### config.mk
export PLATFORM = sky130hd
export DESIGN_NAME = fetch_stage_flat
export DESIGN_NICKNAME = d
export VERILOG_FILES = /design/src/rtl/fetch_stage_pkg.sv /design/src/rtl/fetch_stage_if.sv /design/src/rtl/fetch_stage_branch_predictor.sv /design/src/rtl/fetch_stage.sv /design/src/flat_wrapper.sv
export SDC_FILE = /design/constraint.sdc
export NUM_CORES = 1
export LEC_CHECK = 0
export ABC_CLOCK_PERIOD_IN_PS = 2450
export CORE_UTILIZATION = 53
export DETAILED_ROUTE_END_ITERATION = 10
export GPL_TIMING_DRIVEN = 0
export PLACE_DENSITY = 0.76
export RECOVER_POWER = 100
export SKIP_CTS_REPAIR_TIMING = 1
export SLEW_MARGIN = 20
export SYNTH_ARGS = -nofsm -noshare
export SYNTH_HDL_FRONTEND = slang
export SYNTH_SLANG_ARGS = --single-unit
export TNS_END_PERCENT = 50
### constraint.sdc
create_clock -name clk -period 2.45 [get_ports clk]
set_input_delay 0.3675 -clock clk [delete_from_list [all_inputs] [get_ports clk]]
set_output_delay 0.3675 -clock clk [all_outputs]
set_load 0.01 [all_outputs]
### src/rtl/fetch_stage_pkg.sv
// Shared definitions for the fetch stage: opcode constants, the bubble
// word, 2-bit branch counter encodings, fetch control states, the IF/ID
// register layout and the saturating counter update.
package fetch_stage_pkg;

  localparam logic [3:0]  OP_B        = 4'hC;
  localparam logic [3:0]  OP_BR       = 4'hD;
  localparam logic [3:0]  OP_HLT      = 4'hF;
  localparam logic [15:0] BUBBLE_INST = 16'h0000;

  typedef enum logic [1:0] {
    CNT_SNT = 2'b00,
    CNT_WNT = 2'b01,
    CNT_WT  = 2'b10,
    CNT_ST  = 2'b11
  } cnt_t;

  typedef enum logic {
    ST_RUN  = 1'b0,
    ST_HALT = 1'b1
  } fetch_state_t;

  typedef struct packed {
    logic [15:0] pc_curr;
    logic [15:0] pc_next;
    logic [15:0] inst;
    logic        valid;
    logic        pred_taken;
    logic [15:0] pred_target;
  } ifid_t;

  // Saturating 2-bit counter step toward the resolved direction.
  function automatic logic [1:0] cnt_update(input logic [1:0] c, input logic taken);
    if (taken) return (c == CNT_ST)  ? c : c + 2'd1;
    else       return (c == CNT_SNT) ? c : c - 2'd1;
  endfunction

endpackage

### src/rtl/fetch_stage_if.sv
// Bus between fetch and its neighbours: instruction memory read port,
// decode's branch resolution feedback, hazard stall, and the IF/ID
// register outputs consumed by decode.
//   master : the fetch stage (drives imem_addr, IF_ID_*, halted)
//   slave  : memory/decode/hazard side
interface fetch_stage_if;
  logic        stall;
  logic [15:0] imem_addr;
  logic [15:0] imem_rdata;
  logic        ID_is_branch;
  logic        ID_branch_taken;
  logic        ID_branch_mispredicted;
  logic [15:0] ID_branch_target;
  logic [15:0] IF_ID_pc_curr;
  logic [15:0] IF_ID_pc_next;
  logic [15:0] IF_ID_inst;
  logic        IF_ID_valid;
  logic        IF_ID_predicted_taken;
  logic [15:0] IF_ID_predicted_target;
  logic        halted;

  modport master (
    input  stall, imem_rdata, ID_is_branch, ID_branch_taken,
           ID_branch_mispredicted, ID_branch_target,
    output imem_addr, IF_ID_pc_curr, IF_ID_pc_next, IF_ID_inst, IF_ID_valid,
           IF_ID_predicted_taken, IF_ID_predicted_target, halted
  );

  modport slave (
    output stall, imem_rdata, ID_is_branch, ID_branch_taken,
           ID_branch_mispredicted, ID_branch_target,
    input  imem_addr, IF_ID_pc_curr, IF_ID_pc_next, IF_ID_inst, IF_ID_valid,
           IF_ID_predicted_taken, IF_ID_predicted_target, halted
  );
endinterface

### src/rtl/fetch_stage_branch_predictor.sv
// Direct-mapped branch history / target table.
//   lookup_pc  : fetch PC (bit 0 dropped, always halfword aligned)
//   pred_*     : combinational prediction for lookup_pc
//   upd_*      : training port from decode, indexed by the IF/ID PC
// Reads see the pre-update contents when lookup and update share an index.
module branch_predictor
  import fetch_stage_pkg::*;
#(
  parameter int BHT_IDX_W = 3
) (
  input  logic        clk,
  input  logic        rst_n,
  input  logic [15:1] lookup_pc,
  output logic        pred_taken,
  output logic [15:0] pred_target,
  input  logic        upd_en,
  input  logic [15:1] upd_pc,
  input  logic        upd_taken,
  input  logic [15:0] upd_target
);
  localparam int N     = 1 << BHT_IDX_W;
  localparam int TAG_W = 15 - BHT_IDX_W;

  logic [N-1:0]            valid;
  logic [N-1:0][TAG_W-1:0] tag;
  logic [N-1:0][1:0]       cnt;
  logic [N-1:0][15:0]      tgt;

  logic [BHT_IDX_W-1:0] l_idx, u_idx;
  logic [TAG_W-1:0]     l_tag, u_tag;
  logic                 l_hit, u_hit;

  assign l_idx = lookup_pc[BHT_IDX_W:1];
  assign l_tag = lookup_pc[15:BHT_IDX_W+1];
  assign u_idx = upd_pc[BHT_IDX_W:1];
  assign u_tag = upd_pc[15:BHT_IDX_W+1];

  assign l_hit       = valid[l_idx] && (tag[l_idx] == l_tag);
  assign u_hit       = valid[u_idx] && (tag[u_idx] == u_tag);
  assign pred_taken  = l_hit && cnt[l_idx][1];
  assign pred_target = tgt[l_idx];

  always_ff @(posedge clk or negedge rst_n) begin
    if (!rst_n) begin
      for (int e = 0; e < N; e++) begin
        valid[e] <= 1'b0;
        tag[e]   <= '0;
        cnt[e]   <= CNT_WNT;
        tgt[e]   <= '0;
      end
    end else if (upd_en) begin
      if (u_hit) begin
        cnt[u_idx] <= cnt_update(cnt[u_idx], upd_taken);
        if (upd_taken) tgt[u_idx] <= upd_target;
      end else if (upd_taken) begin
        // Only taken branches earn an entry; a fresh one starts weakly taken.
        valid[u_idx] <= 1'b1;
        tag[u_idx]   <= u_tag;
        tgt[u_idx]   <= upd_target;
        cnt[u_idx]   <= CNT_WT;
      end
    end
  end

endmodule

### src/rtl/fetch_stage.sv
// Instruction fetch stage: owns the PC, reads instruction memory,
// predicts branches, registers IF/ID and handles redirect, stall and HLT.
//   clk, rst_n : clock, async active-low reset
//   fif        : fetch_stage_if.master (imem port, decode feedback, stall,
//                IF/ID outputs, halted)
module fetch_stage
  import fetch_stage_pkg::*;
#(
  parameter int          BHT_IDX_W = 3,
  parameter logic [15:0] RESET_PC  = 16'h0000
) (
  input  logic          clk,
  input  logic          rst_n,
  fetch_stage_if.master fif
);
  logic [15:0]  pc_q, pc_d, pc_plus2, next_pc, redirect_pc;
  ifid_t        ifid_q, ifid_d, ifid_fetch;
  fetch_state_t state_q, state_d;
  logic         pred_taken, redirect, is_hlt, upd_en;
  logic [15:0]  pred_target;

  assign pc_plus2 = pc_q + 16'd2;
  assign next_pc  = pred_taken ? pred_target : pc_plus2;
  assign is_hlt   = (fif.imem_rdata[15:12] == OP_HLT);
  assign upd_en   = !fif.stall && fif.ID_is_branch;

  // A correct direction with a stale predicted target still needs a redirect.
  assign redirect = upd_en &&
                    (fif.ID_branch_mispredicted ||
                     (fif.ID_branch_taken && ifid_q.pred_taken &&
                      (ifid_q.pred_target != fif.ID_branch_target)));
  assign redirect_pc = fif.ID_branch_taken ? fif.ID_branch_target : ifid_q.pc_next;

  branch_predictor #(.BHT_IDX_W(BHT_IDX_W)) u_bp (
    .clk        (clk),
    .rst_n      (rst_n),
    .lookup_pc  (pc_q[15:1]),
    .pred_taken (pred_taken),
    .pred_target(pred_target),
    .upd_en     (upd_en),
    .upd_pc     (ifid_q.pc_curr[15:1]),
    .upd_taken  (fif.ID_branch_taken),
    .upd_target (fif.ID_branch_target)
  );

  always_comb begin
    ifid_fetch.pc_curr     = pc_q;
    ifid_fetch.pc_next     = pc_plus2;
    ifid_fetch.inst        = fif.imem_rdata;
    ifid_fetch.valid       = 1'b1;
    ifid_fetch.pred_taken  = pred_taken && !is_hlt;
    ifid_fetch.pred_target = pred_target;
  end

  always_comb begin
    pc_d    = pc_q;
    ifid_d  = ifid_q;
    state_d = state_q;
    if (!fif.stall) begin
      if (redirect) begin
        // Wrong-path work, including a speculatively fetched HLT, is dropped.
        pc_d        = redirect_pc;
        ifid_d      = '0;
        ifid_d.inst = BUBBLE_INST;
        state_d     = ST_RUN;
      end else if (state_q == ST_HALT) begin
        ifid_d      = '0;
        ifid_d.inst = BUBBLE_INST;
      end else begin
        ifid_d = ifid_fetch;
        if (is_hlt) state_d = ST_HALT;
        else        pc_d    = next_pc;
      end
    end
  end

  always_ff @(posedge clk or negedge rst_n) begin
    if (!rst_n) begin
      pc_q        <= RESET_PC;
      ifid_q      <= '0;
      ifid_q.inst <= BUBBLE_INST;
      state_q     <= ST_RUN;
    end else begin
      pc_q    <= pc_d;
      ifid_q  <= ifid_d;
      state_q <= state_d;
    end
  end

  assign fif.imem_addr              = pc_q;
  assign fif.IF_ID_pc_curr          = ifid_q.pc_curr;
  assign fif.IF_ID_pc_next          = ifid_q.pc_next;
  assign fif.IF_ID_inst             = ifid_q.inst;
  assign fif.IF_ID_valid            = ifid_q.valid;
  assign fif.IF_ID_predicted_taken  = ifid_q.pred_taken;
  assign fif.IF_ID_predicted_target = ifid_q.pred_target;
  assign fif.halted                 = (state_q == ST_HALT);

endmodule

### src/flat_wrapper.sv
// flat-port wrapper written by rule: the top's interface ports become plain ports
module fetch_stage_flat import fetch_stage_pkg::*;
#(
  parameter int          BHT_IDX_W = 3,
  parameter logic [15:0] RESET_PC  = 16'h0000
)
  (clk, rst_n, fif_stall, fif_imem_rdata, fif_ID_is_branch, fif_ID_branch_taken, fif_ID_branch_mispredicted, fif_ID_branch_target, fif_imem_addr, fif_IF_ID_pc_curr, fif_IF_ID_pc_next, fif_IF_ID_inst, fif_IF_ID_valid, fif_IF_ID_predicted_taken, fif_IF_ID_predicted_target, fif_halted);
  fetch_stage_if fif_i ();
  input  logic clk;
  input  logic rst_n;
  input wire logic [$bits(fif_i.stall)-1:0] fif_stall;
  input wire logic [$bits(fif_i.imem_rdata)-1:0] fif_imem_rdata;
  input wire logic [$bits(fif_i.ID_is_branch)-1:0] fif_ID_is_branch;
  input wire logic [$bits(fif_i.ID_branch_taken)-1:0] fif_ID_branch_taken;
  input wire logic [$bits(fif_i.ID_branch_mispredicted)-1:0] fif_ID_branch_mispredicted;
  input wire logic [$bits(fif_i.ID_branch_target)-1:0] fif_ID_branch_target;
  output wire logic [$bits(fif_i.imem_addr)-1:0] fif_imem_addr;
  output wire logic [$bits(fif_i.IF_ID_pc_curr)-1:0] fif_IF_ID_pc_curr;
  output wire logic [$bits(fif_i.IF_ID_pc_next)-1:0] fif_IF_ID_pc_next;
  output wire logic [$bits(fif_i.IF_ID_inst)-1:0] fif_IF_ID_inst;
  output wire logic [$bits(fif_i.IF_ID_valid)-1:0] fif_IF_ID_valid;
  output wire logic [$bits(fif_i.IF_ID_predicted_taken)-1:0] fif_IF_ID_predicted_taken;
  output wire logic [$bits(fif_i.IF_ID_predicted_target)-1:0] fif_IF_ID_predicted_target;
  output wire logic [$bits(fif_i.halted)-1:0] fif_halted;
  assign fif_i.stall = fif_stall;
  assign fif_i.imem_rdata = fif_imem_rdata;
  assign fif_i.ID_is_branch = fif_ID_is_branch;
  assign fif_i.ID_branch_taken = fif_ID_branch_taken;
  assign fif_i.ID_branch_mispredicted = fif_ID_branch_mispredicted;
  assign fif_i.ID_branch_target = fif_ID_branch_target;
  assign fif_imem_addr = fif_i.imem_addr;
  assign fif_IF_ID_pc_curr = fif_i.IF_ID_pc_curr;
  assign fif_IF_ID_pc_next = fif_i.IF_ID_pc_next;
  assign fif_IF_ID_inst = fif_i.IF_ID_inst;
  assign fif_IF_ID_valid = fif_i.IF_ID_valid;
  assign fif_IF_ID_predicted_taken = fif_i.IF_ID_predicted_taken;
  assign fif_IF_ID_predicted_target = fif_i.IF_ID_predicted_target;
  assign fif_halted = fif_i.halted;
  fetch_stage #(.BHT_IDX_W(BHT_IDX_W), .RESET_PC(RESET_PC)) u_core (.clk(clk), .rst_n(rst_n), .fif(fif_i));
endmodule
==> run summary <==
root buf cell -> clkbuf_16
failing checks -> setup timing
Met2 Wirelength -> 23,710 um
post-synthesis async set-or-reset flop share -> 100.0%
Layout Utilization -> 69.38%
Leakage -> 0.009522 uW
detailed placer's ending HPWL -> 31,510 um
CP endpoint kind -> flip-flop
RSZ-0062 raised after global routing -> yes
NumNets Final -> 1,492
Crit path top cell by count -> nand2b_4
simple-gate share of the synthesized area -> 5.708%
Crit path largest cell delay -> 0.48 ns
Clk pin slew, worst setup/hold paths -> 0.06 ns
Die Height -> 177.7 um
worst min path class -> in2reg
vias per cell -> 6.423
flops & latches, synth -> 330
fin crit period -> 3.146 ns
Max Clock Freq -> 317.8 MHz
sequential share of the synthesized area -> 50.56%
CP max FO -> 10
largest family of logic cells by synthesized area -> multiplexers
initial antenna violation count -> 0
post-synth cell types -> 54
Routed Antenna Nets -> 0
yosys warns -> 0
maximum VDD drop -> 0.7490 mV
Post-Place Cells -> 1,737
Post-Synth XOR/XNOR Area -> 2.249%
number of flops mapped to enable cells by yosys -> 0
Max Cap Violations -> 0
die area -> 31,560 um2
CP max-delay cell -> dfrtp_1
met3 WL -> 3476 um
H-tree depth -> 2
fin worst setup slack -> -0.6963 ns
period utilisation layout -> 128.4%
WP data required -> 2.87 ns
PwrDens -> 1029 nW/um2
CTS tree -> built
adder-cell share of the synthesized area -> 0.1377%
Synth Instances -> 1,239
CTS Buffer Depth -> 3
share of layout cells above drive strength 1 -> 38.02%
Final setup viols -> 319
drt wl/cell -> 26.48 um
clk_lat worst skew -> 0.54 ns
relative slew slack -> 22.49%
delay-heaviest family, CP -> simple AND/OR/NAND/NOR gates
Post-Syn Nets -> 1,278
CORE AREA -> 30,030 um2
clk sinks -> 330
synthesized cell area -> 16,350 um2
antenna diode count -> 0
global-route wire length before repair -> 69,770 um
Top Ports -> 121
crit path buf inv count -> 3
Syn-to-layout area delta -> 27.41%
Crit Path Category -> reg2reg
# port buffers -> 104
Top Layer Used -> met4
Die X -> 177.7 um
vias -> 12.00k
gpl congestion -> 0.9032
Non-Filler Instances -> 1,868
DRC -> 0
mean post-synth cell area -> 13.20 um2
Rows -> 63
vias in the first global route -> 11.67k
ys flop type -> dfrtp_1
gr usage total -> 29.66%
Inserted Clock Buffers -> 37
complex-gate fraction of the synthesized area -> 7.712%
gr ovfl total -> 0
outcome -> finished, violations left
Worst Max-Slew Pin Slew -> 1.163 ns
drt pass-1 iters -> 6
# fillers -> 1,978
final wirelength -> 49,470 um
R2R setup slack -> -0.70 ns
worst-path cell chain -> buf_4 > nand2b_4 > o22ai_1 > or3_1 > a22oi_2 > nand4_1 > nor4_4 > buf_6 > nand2b_4 > clkbuf_16 > mux2_2
type of origin of the critical path -> flip-flop
DR iter-0 viols -> 1,036
crit path DAT -> 3.57 ns
Final Hold Viols -> 0
max-slew violations -> 0
skew final -> 0.01404 ns
mux cell area share after synthesis -> 30.03%
pin count of the biggest net entering global routing -> 102
Starting Density -> 54.45%
met1 wire length -> 19,530 um
==> sequential cells by signal, indices dropped and copies added (netlist names) <==
register and count:
u_core.fif.IF_ID_pc_curr 15, u_core.u_bp.tag 96, u_core.fif.halted 1, u_core.u_bp.tgt 128, u_core.fif.IF_ID_predicted_taken 1, u_core.fif.IF_ID_predicted_target 16, u_core.fif.IF_ID_valid 1, u_core.u_bp.cnt 16
u_core.fif.IF_ID_pc_next 16, u_core.fif.imem_addr 16, u_core.fif.IF_ID_inst 16, u_core.u_bp.valid 8
==> synthesized netlist by cell type (18+ instances only) <==
cell type  number  area share [%]
dfrtp_1       322              49
mux2_2        213              15
mux2i_1        98             6.0
clkbuf_1       61             1.4
mux4_2         56             7.7
nand2_1        54             1.2
o21ai_0        45             1.4
a22o_1         42             2.2
nand3_1        31            0.95
xor2_1         30             1.6
a22oi_1        26             1.2
nor2_1         25            0.57
buf_2          21            0.64
mux2_4         18             1.7
==> where the power goes <==
part	internal, uW	switching [uW]
clock network	3360	2280
logic	4030	3970
registers	6730	1090
==> kinds of logic (layout without fill, tap and decap cells) <==
family / count (synthesis) / count (layout)
AOI/OAI and AO/OA: 175 / 175
xor gates and xnor gates: 42 / 42
adders and majority gates: 2 / 2
buffers and inverters: 124 / 363
DFF: 330 / 330
muxes: 385 / 385
and+or+nand+nor: 181 / 181
==> per-stage QoR <==
stage	setup TNS, ns	hold WS [ns]	total power [uW]	cell area (um2)	setup slack, ns
2_1_floorplan	-32.87	0.07191	12100	16450	-0.2820
3_3_place_gp	-4572.30	0.4759	14530	17980	-13.17
3_5_place_dp	-292.46	0.3021	14750	18100	-1.506
4_1_cts	-261.55	-0.2496	20370	19310	-1.588
5_1_grt	-161.94	0.4148	22210	20840	-0.7868
6_report	-96.75	0.3735	21450	20840	-0.6963
==> layout make-up <==
cell class	instances	area [um2]	share of cell area (%)
well taps	390	488.0	2.342
clock buffers	55	1116	5.356
flip-flops and latches	330	8272	39.70
multi-input cells	785	8058	38.67
inverters	10	37.54	0.1801
plain buffers	111	863.3	4.143
repair buffers	178	1899	9.115
clock inverters	9	102.6	0.4924
==> cell usage in the layout (no fill, tap or decap), types with 9 or more instances in the layout <==
cell type / synthesis / routed
dfrtp_1: 322 / 319
mux2_2: 213 / 170
mux2i_1: 98 / 87
dlygate4sd3_1: 0 / 70
mux2_4: 18 / 61
mux4_2: 56 / 56
clkbuf_1: 61 / 51
clkbuf_16: 0 / 47
buf_4: 12 / 46
nand2_1: 54 / 44
a22o_1: 42 / 42
clkdlybuf4s50_1: 0 / 34
buf_6: 7 / 33
o21ai_0: 45 / 30
xor2_1: 30 / 30
nand3_1: 31 / 30
a22oi_1: 26 / 23
nor2_1: 25 / 17
buf_12: 0 / 17
a21oi_1: 13 / 12
xnor2_1: 12 / 11
and3_1: 11 / 11
o211ai_1: 10 / 10
inv_1: 10 / 10
nand4_1: 9 / 9
nor2_4: 0 / 9
o21ai_1: 1 / 9
==> worst reg2reg max path: stages, from the launching register on <==
cell and delay [ns]:
dfrtp_1 0.48, buf_4 0.28, nand2b_4 0.22, o22ai_1 0.13
or3_1 0.40, a22oi_2 0.15, nand4_1 0.22, nor4_4 0.22
buf_6 0.19, nand2b_4 0.23, clkbuf_16 0.19, mux2_2 0.33
==> worst paths after layout <==
check | start | to | cells past startpoint
setup / recovery | u_core.fif.IF_ID_pc_curr[2] | u_core.u_bp.tag[22] | 11
hold / removal | fif_ID_branch_target[14] | u_core.fif.imem_addr[14] | 3
setup reg to reg | u_core.fif.IF_ID_pc_curr[2] | u_core.u_bp.tag[22] | 11
hold reg to reg | u_core.u_bp.valid[4] | u_core.u_bp.valid[4] | 1
max in group asynchronous | rst_n | u_core.u_bp.cnt[10] | 4
min in group asynchronous | rst_n | u_core.u_bp.tag[62] | 2
==> per-layer routing <==
layer	GRT usage (%)	vias up
met2	48.94	565
met4	11.47	0
li1	-	5018
met5	0	-
met3	4.970	174
met1	39.23	6242
Note: power is estimated with default switching activity, not from simulation.
==> variant 1 (same settings) <==
Register the output `fif.IF_ID_predicted_target`; this adds one clock of latency there.
--- a/src/rtl/fetch_stage.sv
+++ b/src/rtl/fetch_stage.sv
@@ -94,5 +94,7 @@
   assign fif.IF_ID_valid            = ifid_q.valid;
   assign fif.IF_ID_predicted_taken  = ifid_q.pred_taken;
-  assign fif.IF_ID_predicted_target = ifid_q.pred_target;
+  always_ff @(posedge clk) begin
+    fif.IF_ID_predicted_target <= ifid_q.pred_target;
+  end
   assign fif.halted                 = (state_q == ST_HALT);
 
Check against the original RTL: not settled (the Yosys comparison gave no result); the edit may change what the design does.
==> variant 1 against the original RTL <==
  * The flow still finishes with violations (negative setup slack)
  * Total power is 16% higher
  * Via count down 0.60%
  * Routed wire length down 2.3%
  * Cell area rose by 0.66%
  * Synthesized area rose by 3.3%
  * Worst setup slack got worse by 0.17 ns
  * Hold slack gained 0.021 ns
  * Clock power rose by 6.0%
  * First-iteration DRC count grew 18%
  * Sequential cell count up 16
==> variant 1: results (changes against the original RTL) <==
first-pass GRT wire length: 72.36 mm (was 69.77 mm)
Synth area leaders: dfrtp_1 48%, mux2_2 16%, mux4_2 8.7% (was dfrtp_1 49%, mux2_2 15%, mux4_2 7.7%)
TritonCTS buffer count: 38 (was 37)
Distinct cells, synth: 56 (was 54)
internal power: 0.01638 W (was 0.01412 W)
final wirelength: 48.33 mm (was 49.47 mm)
Fill cells: 2157 (was 1978)
maximum number of pins on one net before global-route repair: 87 (was 102)
CP peak stage delay: 0.52 ns (was 0.48 ns)
drt pass-1 iters: 5 (was 6)
slack of the critical path: -0.8643 ns (was -0.6963 ns)
area post-placement: 0.01869 mm2 (was 0.01810 mm2)
Min-Delay Endpoint: u_core.u_bp.tgt[111] (was u_core.fif.imem_addr[14])
# setup viols final: 321 (was 319)
sequential fraction of the synthesis area: 50.86% (was 50.56%)
critical path data arrival time: 3.73 ns (was 3.57 ns)
status: finished with violations (unchanged)
Design Area, Final: 0.02097 mm2 (was 0.02084 mm2)
failing checks: negative setup slack (unchanged)
Worst-Margin Slew: 1.083 ns (was 1.163 ns)
Nets: 1526 (was 1492)
initial DRC count: 1226 (was 1036)
Clk. pwr: 0.00597 W (was 0.00563 W)
P_leak: 9.579 nW (was 9.522 nW)
Slowest cell on crit path: mux4_2 (was dfrtp_1)
final clock skew: 0.01497 ns (was 0.01404 ns)
total track usage: 29.37% (was 29.66%)
hold depth: 2 (was 3)
family with the most delay on the worst path: multiplexers (was simple AND/OR/NAND/NOR gates)
[variant 1: changes by cell type after synthesis, moves of 14 or more]
cell	change
a22oi_1	-22
buf_4	+38
mux2i_1	-24
o22ai_1	+14
mux2_4	-18
dfxtp_1	+16
mux2_2	+29
[variant 1: cells by family (layout without fill, tap and decap cells)]
logic type / Yosys count / count (layout) / share of synthesized area [%]
simple gates: 188 / 188 / 5.469
flops: 346 / 346 / 50.86
buf+inv: 166 / 388 / 4.980
compound gates: 159 / 159 / 6.662
fa+ha+maj: 3 / 3 / 0.1927
xor+xnor: 47 / 47 / 2.438
mux: 384 / 384 / 29.40
[variant 1: how the worst max path moves through the flow]
stage | from | end | slack, ns | depth (start not counted)
after floorplan | u_core.fif.IF_ID_pc_curr[1] | u_core.u_bp.valid[4] | -0.47 | 10
after global placement | rst_n | u_core.u_bp.tgt[106] | -13.16 | 1
after global routing | u_core.fif.IF_ID_pc_curr[1] | u_core.u_bp.tag[35] | -0.91 | 13
after detailed placement | fif_ID_branch_taken | u_core.u_bp.tag[44] | -1.55 | 7
final | u_core.fif.IF_ID_pc_curr[1] | u_core.u_bp.tag[30] | -0.86 | 13
after CTS | u_core.fif.IF_ID_pc_curr[1] | u_core.u_bp.tag[40] | -1.46 | 9
[variant 1: layout make-up]
class / count / share of cell area, %
tap: 396 / 2.362
clock inverter: 13 / 0.8352
multi-input combinational: 781 / 37.49
sequential: 346 / 40.96
buffer: 150 / 5.065
timing repair buffer: 157 / 7.690
inverter: 13 / 0.2327
clock buffer: 55 / 5.369
[variant 1: per-layer routing]
| layer | up-vias | part of all wire [%] | GRT usage (%) |
|---|---|---|---|
| met1 | 6163 | 39 | 39.21 |
| met3 | 134 | 6.8 | 4.325 |
| met4 | 0 | 4.2 | 11.42 |
| met2 | 548 | 50 | 48.68 |
| met5 | - | 0 | 0 |
| li1 | 5082 | - | - |
[variant 1: metrics by stage]
step | setup slack [ns] | hold WS [ns] | std cells | TNS (ns) | total power, W
after floorplan | -0.4650 | 0.07191 | 1293 | -48.94 | 0.01450
after global placement | -13.16 | 0.4016 | 1793 | -4605.60 | 0.01738
after detailed placement | -1.552 | 0.2810 | 1797 | -322.84 | 0.01765
after CTS | -1.465 | -0.2726 | 1865 | -287.75 | 0.02366
after global routing | -0.9103 | 0.4198 | 1911 | -271.88 | 0.02595
final | -0.8643 | 0.3944 | 1911 | -162.69 | 0.02496
[variant 1: worst register-to-register path: stages, from the launching register on]
cell,delay (ns)
dfrtp_2,0.46
buf_12,0.14
buf_12,0.13
mux4_2,0.53
mux2i_4,0.18
xor2_2,0.27
o2111ai_2,0.21
nor4_4,0.35
buf_6,0.17
buf_6,0.11
a21oi_4,0.05
buf_12,0.16
buf_12,0.14
mux2_4,0.29
==> variant 2 (same flow settings) <==
Without the edit above. `BHT_IDX_W` is set to 3 in 3 places; all go to 2.
--- a/src/rtl/fetch_stage_branch_predictor.sv
+++ b/src/rtl/fetch_stage_branch_predictor.sv
@@ -7,5 +7,5 @@
   import fetch_stage_pkg::*;
 #(
-  parameter int BHT_IDX_W = 3
+  parameter int BHT_IDX_W = 2
 ) (
   input  logic        clk,
--- a/src/rtl/fetch_stage.sv
+++ b/src/rtl/fetch_stage.sv
@@ -7,5 +7,5 @@
   import fetch_stage_pkg::*;
 #(
-  parameter int          BHT_IDX_W = 3,
+  parameter int          BHT_IDX_W = 2,
   parameter logic [15:0] RESET_PC  = 16'h0000
 ) (
--- a/src/flat_wrapper.sv
+++ b/src/flat_wrapper.sv
@@ -2,5 +2,5 @@
 module fetch_stage_flat import fetch_stage_pkg::*;
 #(
-  parameter int          BHT_IDX_W = 3,
+  parameter int          BHT_IDX_W = 2,
   parameter logic [15:0] RESET_PC  = 16'h0000
 )
Behaviour: not the same (Yosys sat finds a counterexample within 4 cycles, from zero or initial values and one cycle with rst_n low).
==> variant 2 against the original RTL <==
  * The run still ends with negative setup slack left
  * Count of clock-buffer cells in the layout is 22 lower
  * Die area is 36% lower
  * Non-clock buffer count is 73 lower
  * Via count is 38% lower
  * Worst setup slack better by 0.40 ns
  * Cell area is 36% lower
  * Synthesized area is 36% lower
  * Sequential cell count is 120 lower
  * Clock skew is 0.0029 ns higher
  * Clock power is 40% lower
  * Total power is 33% lower
  * Routed wire length is 43% lower
  * Combinational power is 30% lower
  * Critical path type unchanged
  * Critical endpoint is now u_core.u_bp.tag[46]
  * Largest power group unchanged
  * Highest routed layer unchanged
==> variant 2: results (changes against the original RTL) <==
met2 Resource Use GR: 45.51% (was 48.94%)
Compound-Gate Fraction of Synth Area: 9.053% (was 7.712%)
metal3 WL: 1.552 mm (was 3.476 mm)
detailed placement HPWL: 19.21 mm (was 31.51 mm)
Met1 Wirelength: 12.27 mm (was 19.53 mm)
total track usage: 28.42% (was 29.66%)
post-synthesis mux area share: 25.60% (was 30.03%)
top flop regs: u_core.u_bp.tgt: 64 flops, u_core.u_bp.tag: 52 flops (was u_core.u_bp.tgt: 128 flops, u_core.u_bp.tag: 96 flops)
syn nets: 821 (was 1278)
worst reg2reg path depth: 10 (was 11)
hold depth: 2 (was 3)
GR Util met1: 39.76% (was 39.23%)
number of global-route vias before repair: 7340 (was 11668)
Final GP Congestion: 0.8809 (was 0.9032)
GR Layer Usage met3: 4.778% (was 4.970%)
drt pass-1 iters: 5 (was 6)
P_leak: 5.880 nW (was 9.522 nW)
final wirelength: 28.41 mm (was 49.47 mm)
clk root buf: clkbuf_16 (unchanged)
I/O Buffers: 119 (was 104)
CP peak stage delay: 0.53 ns (was 0.48 ns)
TritonCTS buffer count: 22 (was 37)
Clock Power Share: 23.6% (was 26.3%)
maximum number of pins on one net before global-route repair: 100 (was 102)
Worst Hold Launch: fif_imem_rdata[9] (was fif_ID_branch_target[14])
Worst-Margin Slew: 1.021 ns (was 1.163 ns)
layout cells sized above 1: 30.12% (was 38.02%)
# setup viols final: 92 (was 319)
r2r startpoint: u_core.fif.IF_ID_pc_curr[1] (was u_core.fif.IF_ID_pc_curr[2])
placed instance count: 1163 (was 1737)
Nets: 1001 (was 1492)
slack of the critical path: -0.2974 ns (was -0.6963 ns)
status: finished with violations (unchanged)
critical path data arrival time: 3.14 ns (was 3.57 ns)
Place WS: -1.258 ns (was -1.506 ns)
Worst R2R End: u_core.u_bp.tag[46] (was u_core.u_bp.tag[22])
family with the most delay on the worst path: multiplexers (was simple AND/OR/NAND/NOR gates)
worst skew pair latency: 0.52 ns (was 0.54 ns)
Distinct cells, synth: 55 (was 54)
sequential fraction of the synthesis area: 50.61% (was 50.56%)
Post-Synth Adder-Cell Area: 0.1204% (was 0.1377%)
Switching Share: 33.84% (was 34.17%)
initial DRC count: 681 (was 1036)
met2 wire length: 13.63 mm (was 23.71 mm)
leading post-synthesis cells by instance count: 206 x dfrtp_1, 117 x mux2_2, 53 x a22o_1 (was 322 x dfrtp_1, 213 x mux2_2, 98 x mux2i_1)
Min-Delay Endpoint: u_core.fif.IF_ID_inst[9] (was u_core.fif.imem_addr[14])
area post-placement: 0.01197 mm2 (was 0.01810 mm2)
sum of negative setup slack: -20.05 ns (was -96.75 ns)
Synth Area in XOR/XNOR: 4.719% (was 2.249%)
Slowest cell on crit path: mux4_2 (was dfrtp_1)
Psw: 0.004853 W (was 0.007329 W)
post-detailed-route via-to-cell ratio: 6.013 (was 6.423)
Synth area leaders: dfrtp_1 50%, mux2_2 13%, mux4_2 7.4% (was dfrtp_1 49%, mux2_2 15%, mux4_2 7.7%)
Via Count: 7432 (was 11999)
failing checks: negative setup slack (unchanged)
first-pass GRT wire length: 43.17 mm (was 69.77 mm)
htree depth: 1 (was 2)
## variant 2: worst max-delay path by stage
stage	endpoint	slack (ns)
2_1_floorplan	u_core.fif.imem_addr[14]	-0.14
3_3_place_gp	u_core.u_bp.tgt[52]	-7.93
3_5_place_dp	u_core.fif.IF_ID_pc_curr[4]	-1.26
4_1_cts	u_core.fif.imem_addr[8]	-0.85
5_1_grt	u_core.fif.imem_addr[14]	-0.37
6_report	u_core.u_bp.tag[46]	-0.30
## variant 2: final cells by class
type | count | area, um2
Buffer | 59 | 421.7
Clock buffer | 33 | 631.9
Clock inverter | 5 | 86.33
Fill cell | 1313 | 5714
Inverter | 7 | 26.28
Multi-Input combinational cell | 505 | 4941
Sequential cell | 210 | 5261
Tap cell | 260 | 325.3
Timing Repair Buffer | 157 | 1548
## variant 2: kinds of logic after synthesis
logic type,after synthesis
AO/OA/AOI/OAI,116
XOR/XNOR,56
adder cells (fa/ha/maj),1
buffers and inverters,67
flip-flops,210
multiplexers,199
AND/OR/NAND/NOR,133
